### src/rtl/fp16_result_serializer_pkg.sv
// Shared FP16 constants, serializer state encoding and the saturate/flush packer.
// Latency: none, pure declarations and a combinational helper function.
// Backpressure: not applicable.
package fp16_pkg;

    localparam int          FP16_EXP_W   = 5;
    localparam int          FP16_MAN_W   = 10;
    localparam int          FP16_BIAS    = 15;
    localparam int          FP16_EXP_MAX = 31;
    localparam logic [14:0] FP16_MAXFIN  = 15'h7BFF;
    localparam logic [14:0] FP16_INF     = 15'h7C00;

    typedef enum logic [1:0] {
        S_IDLE = 2'd0,
        S_LO   = 2'd1,
        S_HI   = 2'd2
    } ser_state_t;

    typedef struct packed {
        logic        ovf;
        logic        unf;
        logic [15:0] word;
    } pack_res_t;

    // The multiplier hands over a 7-bit two's complement biased exponent; anything
    // outside 1..30 cannot be represented as a normal FP16 and is clamped.
    function automatic pack_res_t pack_fp16(input logic       sign,
                                            input logic [6:0] exp_raw,
                                            input logic [9:0] man,
                                            input bit         sat_to_inf);
        pack_res_t r;
        int        e;
        e     = int'($signed(exp_raw));
        r.ovf = 1'b0;
        r.unf = 1'b0;
        if (e >= FP16_EXP_MAX) begin
            r.ovf  = 1'b1;
            r.word = {sign, (sat_to_inf ? FP16_INF : FP16_MAXFIN)};
        end else if (e <= 0) begin
            r.unf  = 1'b1;
            r.word = {sign, 15'h0000};
        end else begin
            r.word = {sign, exp_raw[FP16_EXP_W-1:0], man[FP16_MAN_W-1:0]};
        end
        return r;
    endfunction

endpackage

### src/rtl/fp16_result_serializer_if.sv
// Bundles the product-field input handshake and the byte output handshake.
// Latency: none, wiring only.
// Backpressure: in_ready throttles the producer, out_ready throttles the byte stream.
interface fp16_result_serializer_if;

    logic       in_valid;
    logic       in_ready;
    logic       in_sign;
    logic [6:0] in_exp;
    logic [9:0] in_man;
    logic       out_valid;
    logic       out_ready;
    logic [7:0] out_byte;
    logic       out_last;

    modport slave (
        input  in_valid, in_sign, in_exp, in_man, out_ready,
        output in_ready, out_valid, out_byte, out_last
    );

    modport master (
        output in_valid, in_sign, in_exp, in_man, out_ready,
        input  in_ready, out_valid, out_byte, out_last
    );

endinterface

### src/rtl/fp16_result_serializer_fifo.sv
// Small synchronous FIFO with count-based full/empty and first-word-fall-through read data.
// Latency: a pushed word is visible on rdata_o the cycle after the push.
// Backpressure: pushes while full and pops while empty are ignored.
module fp16_sync_fifo #(
    parameter int WIDTH = 16,
    parameter int DEPTH = 2
) (
    input  logic             clk,
    input  logic             rst,
    input  logic             push_i,
    input  logic [WIDTH-1:0] wdata_i,
    input  logic             pop_i,
    output logic [WIDTH-1:0] rdata_o,
    output logic             full_o,
    output logic             empty_o
);

    localparam int PTR_W = (DEPTH > 1) ? $clog2(DEPTH) : 1;
    localparam int CNT_W = PTR_W + 1;

    logic [WIDTH-1:0] mem_q [DEPTH];
    logic [PTR_W-1:0] wr_ptr_q;
    logic [PTR_W-1:0] rd_ptr_q;
    logic [CNT_W-1:0] cnt_q;
    logic             do_push;
    logic             do_pop;

    assign full_o  = (cnt_q == CNT_W'(DEPTH));
    assign empty_o = (cnt_q == '0);
    assign do_push = push_i && !full_o;
    assign do_pop  = pop_i && !empty_o;
    assign rdata_o = mem_q[rd_ptr_q];

    // Storage array, never reset: only slots between the pointers are meaningful.
    always_ff @(posedge clk) begin
        if (do_push) begin
            mem_q[wr_ptr_q] <= wdata_i;
        end
    end

    // Pointers wrap naturally since DEPTH is a power of two; count gives full/empty.
    always_ff @(posedge clk) begin
        if (rst) begin
            wr_ptr_q <= '0;
            rd_ptr_q <= '0;
            cnt_q    <= '0;
        end else begin
            if (do_push) wr_ptr_q <= wr_ptr_q + PTR_W'(1);
            if (do_pop)  rd_ptr_q <= rd_ptr_q + PTR_W'(1);
            if (do_push && !do_pop)      cnt_q <= cnt_q + CNT_W'(1);
            else if (do_pop && !do_push) cnt_q <= cnt_q - CNT_W'(1);
        end
    end

endmodule

### src/rtl/fp16_result_serializer.sv
// Saturates/flushes raw product fields to FP16, buffers them, streams each word low byte first.
// Latency: word accepted at edge N shows its low byte from edge N+1 when idle; 1 byte/cycle sustained.
// Backpressure: in_ready = !rst && !fifo_full (no path from out_ready); bytes hold while !out_ready.
module fp16_result_serializer #(
    parameter int FIFO_DEPTH = 2,
    parameter int SAT_TO_INF = 1
) (
    input  logic                           clk,
    input  logic                           rst,
    fp16_result_serializer_if.slave        bus,
    input  logic                           clr_flags,
    output logic                           ovf_sticky,
    output logic                           unf_sticky,
    output logic                           busy
);
    import fp16_pkg::*;

    pack_res_t   pk;
    logic        accept;
    logic        fifo_full;
    logic        fifo_empty;
    logic        fifo_pop;
    logic [15:0] fifo_rdata;

    ser_state_t  state_q, state_d;
    logic [15:0] hold_q, hold_d;
    logic [7:0]  byte_q, byte_d;
    logic        last_q, last_d;
    logic        vld_q, vld_d;
    logic        ovf_q, ovf_d;
    logic        unf_q, unf_d;

    assign pk           = pack_fp16(bus.in_sign, bus.in_exp, bus.in_man, SAT_TO_INF != 0);
    assign bus.in_ready = !rst && !fifo_full;
    assign accept       = bus.in_valid && bus.in_ready;

    fp16_sync_fifo #(
        .WIDTH (16),
        .DEPTH (FIFO_DEPTH)
    ) u_fifo (
        .clk     (clk),
        .rst     (rst),
        .push_i  (accept),
        .wdata_i (pk.word),
        .pop_i   (fifo_pop),
        .rdata_o (fifo_rdata),
        .full_o  (fifo_full),
        .empty_o (fifo_empty)
    );

    // Serializer next state: pop straight into the low byte so consecutive words have no bubble.
    always_comb begin
        state_d  = state_q;
        hold_d   = hold_q;
        byte_d   = byte_q;
        last_d   = last_q;
        vld_d    = vld_q;
        fifo_pop = 1'b0;
        unique case (state_q)
            S_IDLE: begin
                if (!fifo_empty) begin
                    fifo_pop = 1'b1;
                    hold_d   = fifo_rdata;
                    byte_d   = fifo_rdata[7:0];
                    last_d   = 1'b0;
                    vld_d    = 1'b1;
                    state_d  = S_LO;
                end
            end
            S_LO: begin
                if (bus.out_ready) begin
                    byte_d  = hold_q[15:8];
                    last_d  = 1'b1;
                    state_d = S_HI;
                end
            end
            S_HI: begin
                if (bus.out_ready) begin
                    if (!fifo_empty) begin
                        fifo_pop = 1'b1;
                        hold_d   = fifo_rdata;
                        byte_d   = fifo_rdata[7:0];
                        last_d   = 1'b0;
                        state_d  = S_LO;
                    end else begin
                        vld_d    = 1'b0;
                        byte_d   = 8'h00;
                        last_d   = 1'b0;
                        state_d  = S_IDLE;
                    end
                end
            end
            default: state_d = S_IDLE;
        endcase
    end

    // Sticky flags: a set from an accepted word overrides a same-cycle clear.
    always_comb begin
        ovf_d = clr_flags ? 1'b0 : ovf_q;
        unf_d = clr_flags ? 1'b0 : unf_q;
        if (accept && pk.ovf) ovf_d = 1'b1;
        if (accept && pk.unf) unf_d = 1'b1;
    end

    // State and output registers; reset drops any partially sent word.
    always_ff @(posedge clk) begin
        if (rst) begin
            state_q <= S_IDLE;
            hold_q  <= 16'h0000;
            byte_q  <= 8'h00;
            last_q  <= 1'b0;
            vld_q   <= 1'b0;
            ovf_q   <= 1'b0;
            unf_q   <= 1'b0;
        end else begin
            state_q <= state_d;
            hold_q  <= hold_d;
            byte_q  <= byte_d;
            last_q  <= last_d;
            vld_q   <= vld_d;
            ovf_q   <= ovf_d;
            unf_q   <= unf_d;
        end
    end

    assign bus.out_valid = vld_q;
    assign bus.out_byte  = byte_q;
    assign bus.out_last  = last_q;
    assign ovf_sticky    = ovf_q;
    assign unf_sticky    = unf_q;
    assign busy          = !fifo_empty || (state_q != S_IDLE);

endmodule

### src/flat_wrapper.sv
// flat-port wrapper written by rule: the top's interface ports become plain ports
module fp16_result_serializer_flat import fp16_pkg::*;
#(
    parameter int FIFO_DEPTH = 2,
    parameter int SAT_TO_INF = 1
)
  (clk, rst, clr_flags, ovf_sticky, unf_sticky, busy, bus_in_valid, bus_in_sign, bus_in_exp, bus_in_man, bus_out_ready, bus_in_ready, bus_out_valid, bus_out_byte, bus_out_last);
  fp16_result_serializer_if bus_i ();
  input  logic clk;
  input  logic rst;
  input  logic clr_flags;
  output logic ovf_sticky;
  output logic unf_sticky;
  output logic busy;
  input wire logic [$bits(bus_i.in_valid)-1:0] bus_in_valid;
  input wire logic [$bits(bus_i.in_sign)-1:0] bus_in_sign;
  input wire logic [$bits(bus_i.in_exp)-1:0] bus_in_exp;
  input wire logic [$bits(bus_i.in_man)-1:0] bus_in_man;
  input wire logic [$bits(bus_i.out_ready)-1:0] bus_out_ready;
  output wire logic [$bits(bus_i.in_ready)-1:0] bus_in_ready;
  output wire logic [$bits(bus_i.out_valid)-1:0] bus_out_valid;
  output wire logic [$bits(bus_i.out_byte)-1:0] bus_out_byte;
  output wire logic [$bits(bus_i.out_last)-1:0] bus_out_last;
  assign bus_i.in_valid = bus_in_valid;
  assign bus_i.in_sign = bus_in_sign;
  assign bus_i.in_exp = bus_in_exp;
  assign bus_i.in_man = bus_in_man;
  assign bus_i.out_ready = bus_out_ready;
  assign bus_in_ready = bus_i.in_ready;
  assign bus_out_valid = bus_i.out_valid;
  assign bus_out_byte = bus_i.out_byte;
  assign bus_out_last = bus_i.out_last;
  fp16_result_serializer #(.FIFO_DEPTH(FIFO_DEPTH), .SAT_TO_INF(SAT_TO_INF)) u_core (.clk(clk), .rst(rst), .bus(bus_i), .clr_flags(clr_flags), .ovf_sticky(ovf_sticky), .unf_sticky(unf_sticky), .busy(busy));
endmodule
### config.mk
export PLATFORM = sky130hd
export DESIGN_NAME = fp16_result_serializer_flat
export DESIGN_NICKNAME = d
export VERILOG_FILES = /design/src/rtl/fp16_result_serializer_pkg.sv /design/src/rtl/fp16_result_serializer_if.sv /design/src/rtl/fp16_result_serializer_fifo.sv /design/src/rtl/fp16_result_serializer.sv /design/src/flat_wrapper.sv
export SDC_FILE = /design/constraint.sdc
export NUM_CORES = 1
export LEC_CHECK = 0
export CAP_MARGIN = 10
export CORE_MARGIN = 2
export CORE_UTILIZATION = 54
export DETAILED_ROUTE_END_ITERATION = 8
export PLACE_DENSITY_LB_ADDON = 0.25
export SETUP_SLACK_MARGIN = 0.05
export SYNTH_ARGS = -nofsm -noshare
export SYNTH_HDL_FRONTEND = slang
export SYNTH_SLANG_ARGS = --single-unit
### constraint.sdc
create_clock -name clk -period 2 [get_ports clk]
set_input_delay 0.3 -clock clk [delete_from_list [all_inputs] [get_ports clk]]
set_output_delay 0.3 -clock clk [all_outputs]
set_load 0.02 [all_outputs]
==> flow_summary.json, run 1 <==
{
  "status": "complete, no violations",
  "layout.nets": 308,
  "ys_types": 38,
  "post_cts_buffers": 0,
  "area_growth_syn_to_layout_pct": 27.79,
  "period_minus_slack_ns": 1.916,
  "ys_top_cells_by_area": "edfxtp_1, dfxtp_1, mux2_2",
  "ys_async_sr_fraction_pct": 0,
  "place.gp.congestion": 0.8408,
  "clkSinkCount": 59,
  "dieArea_sq_mm": 0.005381,
  "worst_slew_pin_slew_ns": 0.5601,
  "clk-insertion-delay-late_ns": 0.33,
  "vias": 1961,
  "syn_nets": 260,
  "synth_top_cell_area_share_pct": 36.99,
  "drive_gt1_share_pct": 17.54,
  "dp_hpwl_um": 3654,
  "synth_edf_count": 32,
  "intPower_uw": 3069,
  "grt_max_degree": 25,
  "route.detailed.drc": 0,
  "pin_count": 37,
  "worstHoldStart": "u_core.bus.out_last",
  "synthCells": 232,
  "p_total_uw": 4652,
  "fp.coreArea_sq_mm": 0.004692,
  "p_clk_share_pct": 24.5,
  "min_to": "u_core.bus.out_last",
  "wirelength_um": 5386,
  "crit_type": "reg -> reg",
  "synthMostInstantiatedCell": "edfxtp_1",
  "gr-usage-all-layers_pct": 21.76,
  "diodes": 0,
  "r2r_cells": 5,
  "drt_iter0_drc": 111,
  "cts_tree": "done",
  "ys_ff_latch": 59,
  "final_max_slew_viol_count": 0,
  "crit_path_end_kind": "flip-flop",
  "overflow": 0,
  "leakage_uw": 0.001240,
  "yosysSeqAreaShare_pct": 57.80,
  "antenna_found_initial": 0,
  "max_freq_mhz": 522.0,
  "hold_class": "reg -> reg",
  "seqPwrFrac_pct": 36.8,
  "drtPass1Iterations": 4,
  "drt-wirelength-per-cell_um": 15.89,
  "setup_viol": 0,
  "required_ns": 2.27,
  "p_sw_share_pct": 34.02,
  "fp-row-count": 25,
  "portBuffers": 36,
  "avgSynthCellArea_sq_um": 11.20,
  "cts_max_level": 3,
  "die_y_um": 73.36,
  "r2r_start": "u_core.u_fifo.cnt_q[0]",
  "path_delay_family": "simple AND/OR/NAND/NOR gates",
  "numCtsBuffers": 9,
  "synth_ff_type": "edfxtp_1",
  "slowest_delay_ns": 0.48,
  "power_density_mw_per_mm2": 1401,
  "fin_crit_sh_pct": 95.79,
  "clock_skew_ns": 0.004056,
  "ant_nets": 0,
  "pwr-share-comb_pct": 38.7,
  "max_cap_viol_count": 0,
  "grt_pass1_wl_um": 8569,
  "final-hold-violation-count": 0,
  "fin_tns_setup_ns": 0,
  "relSlewSlack_pct": 62.37,
  "clock-root-buffer": "clkbuf_8",
  "worst_path_max_delay_cell": "dfxtp_1",
  "grt_pass1_vias": 1862,
  "synth_warnings": 0,
  "path_buf_inv": 0,
  "worst_ep_arrival_time_ns": 2.18,
  "vias_per_cell": 5.785,
  "hold_path_depth": 2,
  "p_switching_uw": 1583,
  "path_clk_slew_ns": 0.07,
  "yosysTopAreaCell": "edfxtp_1",
  "crit_chain": "nor2b_2, nor3_1, ha_4, or3_1, a21oi_1",
  "netlist_area_sq_mm": 0.002597,
  "ir_worst_vdd_v": 0.0006160,
  "reg2reg_to": "u_core.u_fifo.cnt_q[1]",
  "initial_core_util_pct": 55.36,
  "synthTopCellsByCount": "edfxtp_1, dfxtp_1, inv_1",
  "rsz0062_at_grt": "yes",
  "cts_buffer_depth": 2,
  "crit_path_max_fanout": 7,
  "start_kind": "flip-flop",
  "rrSetupSlack_ns": 0.08,
  "die_x_um": 73.36
}
flip-flops by register name, indices dropped and copies added, names as in the netlist, named ones only:
name	flops
u_core.u_fifo.rd_ptr_q	1
u_core.bus.out_byte	8
u_core.u_fifo.wr_ptr_q	1
u_core.ovf_sticky	1
u_core.hold_q	8
u_core.bus.out_last	1
u_core.u_fifo.mem_q	32
u_core.u_fifo.cnt_q	2
u_core.bus.out_valid	1
u_core.unf_sticky	1
u_core.state_q	2
kinds of logic (layout without fill, tap and decap cells):
kind of cell	Yosys count	in the layout	synth area share [%]
AND/OR/NAND/NOR	51	51	9.972
buffers and inverters	33	86	5.780
adder cells (fa/ha/maj)	5	5	2.408
multiplexers	17	17	6.985
flip-flops	59	59	57.80
XOR/XNOR	2	2	0.6745
AO/OA/AOI/OAI	65	65	16.38
worst register-to-register path, delay by kind of cell, from the launching register on:
| family | cells | cell delay [ns] |
|---|---|---|
| DFF | 1 | 0.48 |
| and+or+nand+nor | 3 | 0.93 |
| AOI/OAI and AO/OA | 1 | 0.14 |
| adders and majority gates | 1 | 0.30 |
how the worst max path moves through the flow:
stage | cells past startpoint | from | to
after global placement | 6 | bus_out_ready | u_core.u_fifo.cnt_q[1]
after CTS | 3 | u_core.u_fifo.cnt_q[0] | bus_in_ready
after global routing | 5 | u_core.u_fifo.cnt_q[0] | u_core.u_fifo.cnt_q[1]
final | 5 | u_core.u_fifo.cnt_q[0] | u_core.u_fifo.cnt_q[1]
after detailed placement | 6 | bus_out_ready | u_core.u_fifo.cnt_q[1]
after floorplan | 8 | u_core.state_q[0] | u_core.u_fifo.cnt_q[1]
power by group through the flow:
stage	clock, uW	combinational (uW)	sequential [uW]
final	1140	1800	1710
after CTS	1160	1760	1710
after global routing	1200	1980	1740
after floorplan	0	1230	1730
after global placement	0	1710	1720
after detailed placement	0	1750	1730
layout make-up:
cell class	count	area, sq um
clock buffer	9	123.9
timing repair buffer	52	508.0
fill	353	1373
tap	54	67.56
inverter	18	67.56
multi-input combinational	140	968.4
clock inverter	7	82.58
sequential	59	1501
layout by cell type, fill, tap and decap left out, drive strengths merged, types with 3 or more instances in the layout:
cell type	synthesis	final
a311oi	8	8
mux2i	8	8
ha	5	5
edfxtp	32	32
and2	3	3
a211oi	9	9
o21ai	13	13
mux2	9	9
a31oi	8	8
nor2	14	14
buf	7	16
clkinv	0	5
inv	18	18
or3	3	3
clkbuf	8	9
clkdlybuf4s50	0	34
nand2	8	8
a21oi	17	17
nor3b	3	3
nor3	11	11
dfxtp	27	27
metrics by stage:
step	util (%)	area, sq um	hold WS, ns	cells	setup slack, ns
after floorplan	-	2597	0.3989	232	0.1570
after global placement	65.81	3088	0.4693	323	-0.02543
after detailed placement	65.81	3088	0.4733	323	-0.04836
after CTS	70.35	3301	0.4857	339	0.06083
after global routing	70.75	3319	0.5060	339	0.002748
final	70.75	3319	0.4833	339	0.08426
metal layers:
metal	wire length (um)	vias up	global-route usage [%]
met1	2361	928	26.34
li1	-	954	-
met4	146	0	11.31
met5	0	-	0
met3	370	12	7.270
met2	2507	67	34.53
repair_timing:
action,CTS,global route
hold buffers,0,0
endpoints found under the hold margin,0,0
setup endpoints to repair,2,3
gates resized for setup,3,4
pin swaps,0,0
Power figures use the tool's default switching activity.
==> run 2, diff against run 1 <==
CORE_UTILIZATION = 45   (was 54)
==> flow_summary.json, run 2 (synthesized netlist as in run 1, its figures left out) <==
{
  "fp-row-count": 27,
  "path_buf_inv": 1,
  "cts_tree": "done",
  "p_clk_share_pct": 21.9,
  "antenna_found_initial": 0,
  "path_common_cell": "a21oi_1",
  "p_sw_share_pct": 35.45,
  "required_ns": 2.26,
  "design_area_sq_mm": 0.003332,
  "crit_path_max_fanout": 5,
  "drtPass1Iterations": 4,
  "clkSinkCount": 59,
  "fp.coreArea_sq_mm": 0.005540,
  "path_clk_slew_ns": 0.06,
  "largest_reg_flops": 32,
  "final_common_cell": "clkdlybuf4s50_1",
  "layout_common_cells": "clkdlybuf4s50_1, edfxtp_1, dfxtp_1, inv_1, a21oi_1",
  "overflow": 0,
  "die_x_um": 79.98,
  "intPower_uw": 2999,
  "pwr-share-comb_pct": 40.7,
  "grt_pass1_wl_um": 8763,
  "crit_type": "reg -> reg",
  "gr-usage-all-layers_pct": 18.57,
  "worst_path_max_delay_cell": "or3_1",
  "path_delay_family": "simple AND/OR/NAND/NOR gates",
  "cts_buffer_depth": 2,
  "drt-wirelength-per-cell_um": 15.16,
  "r2r_cells": 7,
  "slowest_delay_ns": 0.37,
  "final-hold-violation-count": 0,
  "worst_slew_pin_slew_ns": 0.4966,
  "area_growth_syn_to_layout_pct": 28.28,
  "clk-insertion-delay-late_ns": 0.34,
  "layout.nets": 307,
  "p_switching_uw": 1647,
  "crit_path_end_kind": "flip-flop",
  "grt_max_degree": 17,
  "setup_viol": 0,
  "dp_hpwl_um": 3716,
  "largest_register": "u_core.u_fifo.mem_q",
  "place.gp.congestion": 0.7861,
  "worst_ep_arrival_time_ns": 2.17,
  "clock_skew_ns": 0.004218,
  "ir_worst_vdd_v": 0.0007637,
  "status": "complete, no violations",
  "ant_nets": 0,
  "diodes": 0,
  "drt_iter0_drc": 104,
  "fin_cells": 356,
  "hold_path_depth": 2,
  "die_y_um": 79.98,
  "numCtsBuffers": 9,
  "crit_chain": "inv_2, ha_4, a21oi_1, or2_2, ha_1, or3_1, a21oi_1",
  "fin_tns_setup_ns": 0,
  "relSlewSlack_pct": 66.85,
  "max_cap_viol_count": 0,
  "cts_max_level": 3,
  "post_cts_buffers": 0,
  "drive_gt1_share_pct": 19.01,
  "vias": 1906,
  "place_inst": 340,
  "seqPwrFrac_pct": 37.3,
  "clock-root-buffer": "clkbuf_8",
  "max_freq_mhz": 524.2,
  "period_minus_slack_ns": 1.908,
  "rsz0062_at_grt": "yes",
  "power_density_mw_per_mm2": 1394,
  "grt_pass1_vias": 1826,
  "route.detailed.drc": 0,
  "leakage_uw": 0.001214,
  "final_max_slew_viol_count": 0,
  "placedInstanceArea_sq_mm": 0.003103,
  "pin_count": 37,
  "hold_class": "reg -> reg",
  "portBuffers": 36,
  "wirelength_um": 5397,
  "start_kind": "flip-flop",
  "initial_core_util_pct": 46.88,
  "fin_crit_sh_pct": 95.39,
  "crit_cells": 7,
  "vias_per_cell": 5.354,
  "dieArea_sq_mm": 0.006396
}
run 2: layer usage:
metal	track usage [%]	wire length (um)
met1	22.72	2451
met3	7.466	317
met2	29.58	2555
met5	0	0
met4	6.610	73
run 2: through the flow:
| step | util, % | total power (uW) | setup slack [ns] | hold slack [ns] |
|---|---|---|---|---|
| finish | 60.14 | 4645 | 0.09219 | 0.4727 |
| global placement | 56.01 | 3499 | -0.0002138 | 0.4607 |
| floorplan | - | 2960 | 0.1570 | 0.3989 |
| detailed placement | 56.01 | 3544 | -0.03214 | 0.4686 |
| CTS | 59.44 | 4587 | 0.05125 | 0.4771 |
| global route | 60.14 | 4912 | 0.007591 | 0.5068 |
run 2: cell type report:
class | instances | area (sq um)
Clock buffer | 10 | 127.6
Clock inverter | 6 | 56.30
Fill cell | 486 | 2208
Inverter | 18 | 67.56
Multi-Input combinational cell | 140 | 988.4
Sequential cell | 59 | 1505
Tap cell | 72 | 90.09
Timing Repair Buffer | 51 | 496.7
run 2: power by group through the flow:
stage                     clock network (uW)  logic [uW]  registers, uW
final                                   1020        1890           1730
after global routing                    1090        2070           1760
after CTS                               1040        1830           1720
after detailed placement                   0        1800           1740
after global placement                     0        1770           1730
after floorplan                            0        1230           1730
run 2: worst register-to-register path, delay by kind of cell (launching register included):
kind	cells	cell delay (ns)
flip-flops	1	0.34
buffers and inverters	1	0.11
AO/OA/AOI/OAI	2	0.26
adder cells (fa/ha/maj)	2	0.46
AND/OR/NAND/NOR	2	0.66
run 2: timing repair:
item | in CTS | in global routing
resized for setup | 3 | 10
setup endpoints to repair | 2 | 7
hold buffers | 0 | 0
run 2: worst paths after layout:
| kind | start | to | slack (ns) |
|---|---|---|---|
| max | u_core.state_q[0] | u_core.u_fifo.cnt_q[1] | 0.09 |
| min | u_core.bus.out_last | u_core.bus.out_last | 0.47 |
| max reg2reg | u_core.state_q[0] | u_core.u_fifo.cnt_q[1] | 0.09 |
| min reg2reg | u_core.bus.out_last | u_core.bus.out_last | 0.47 |
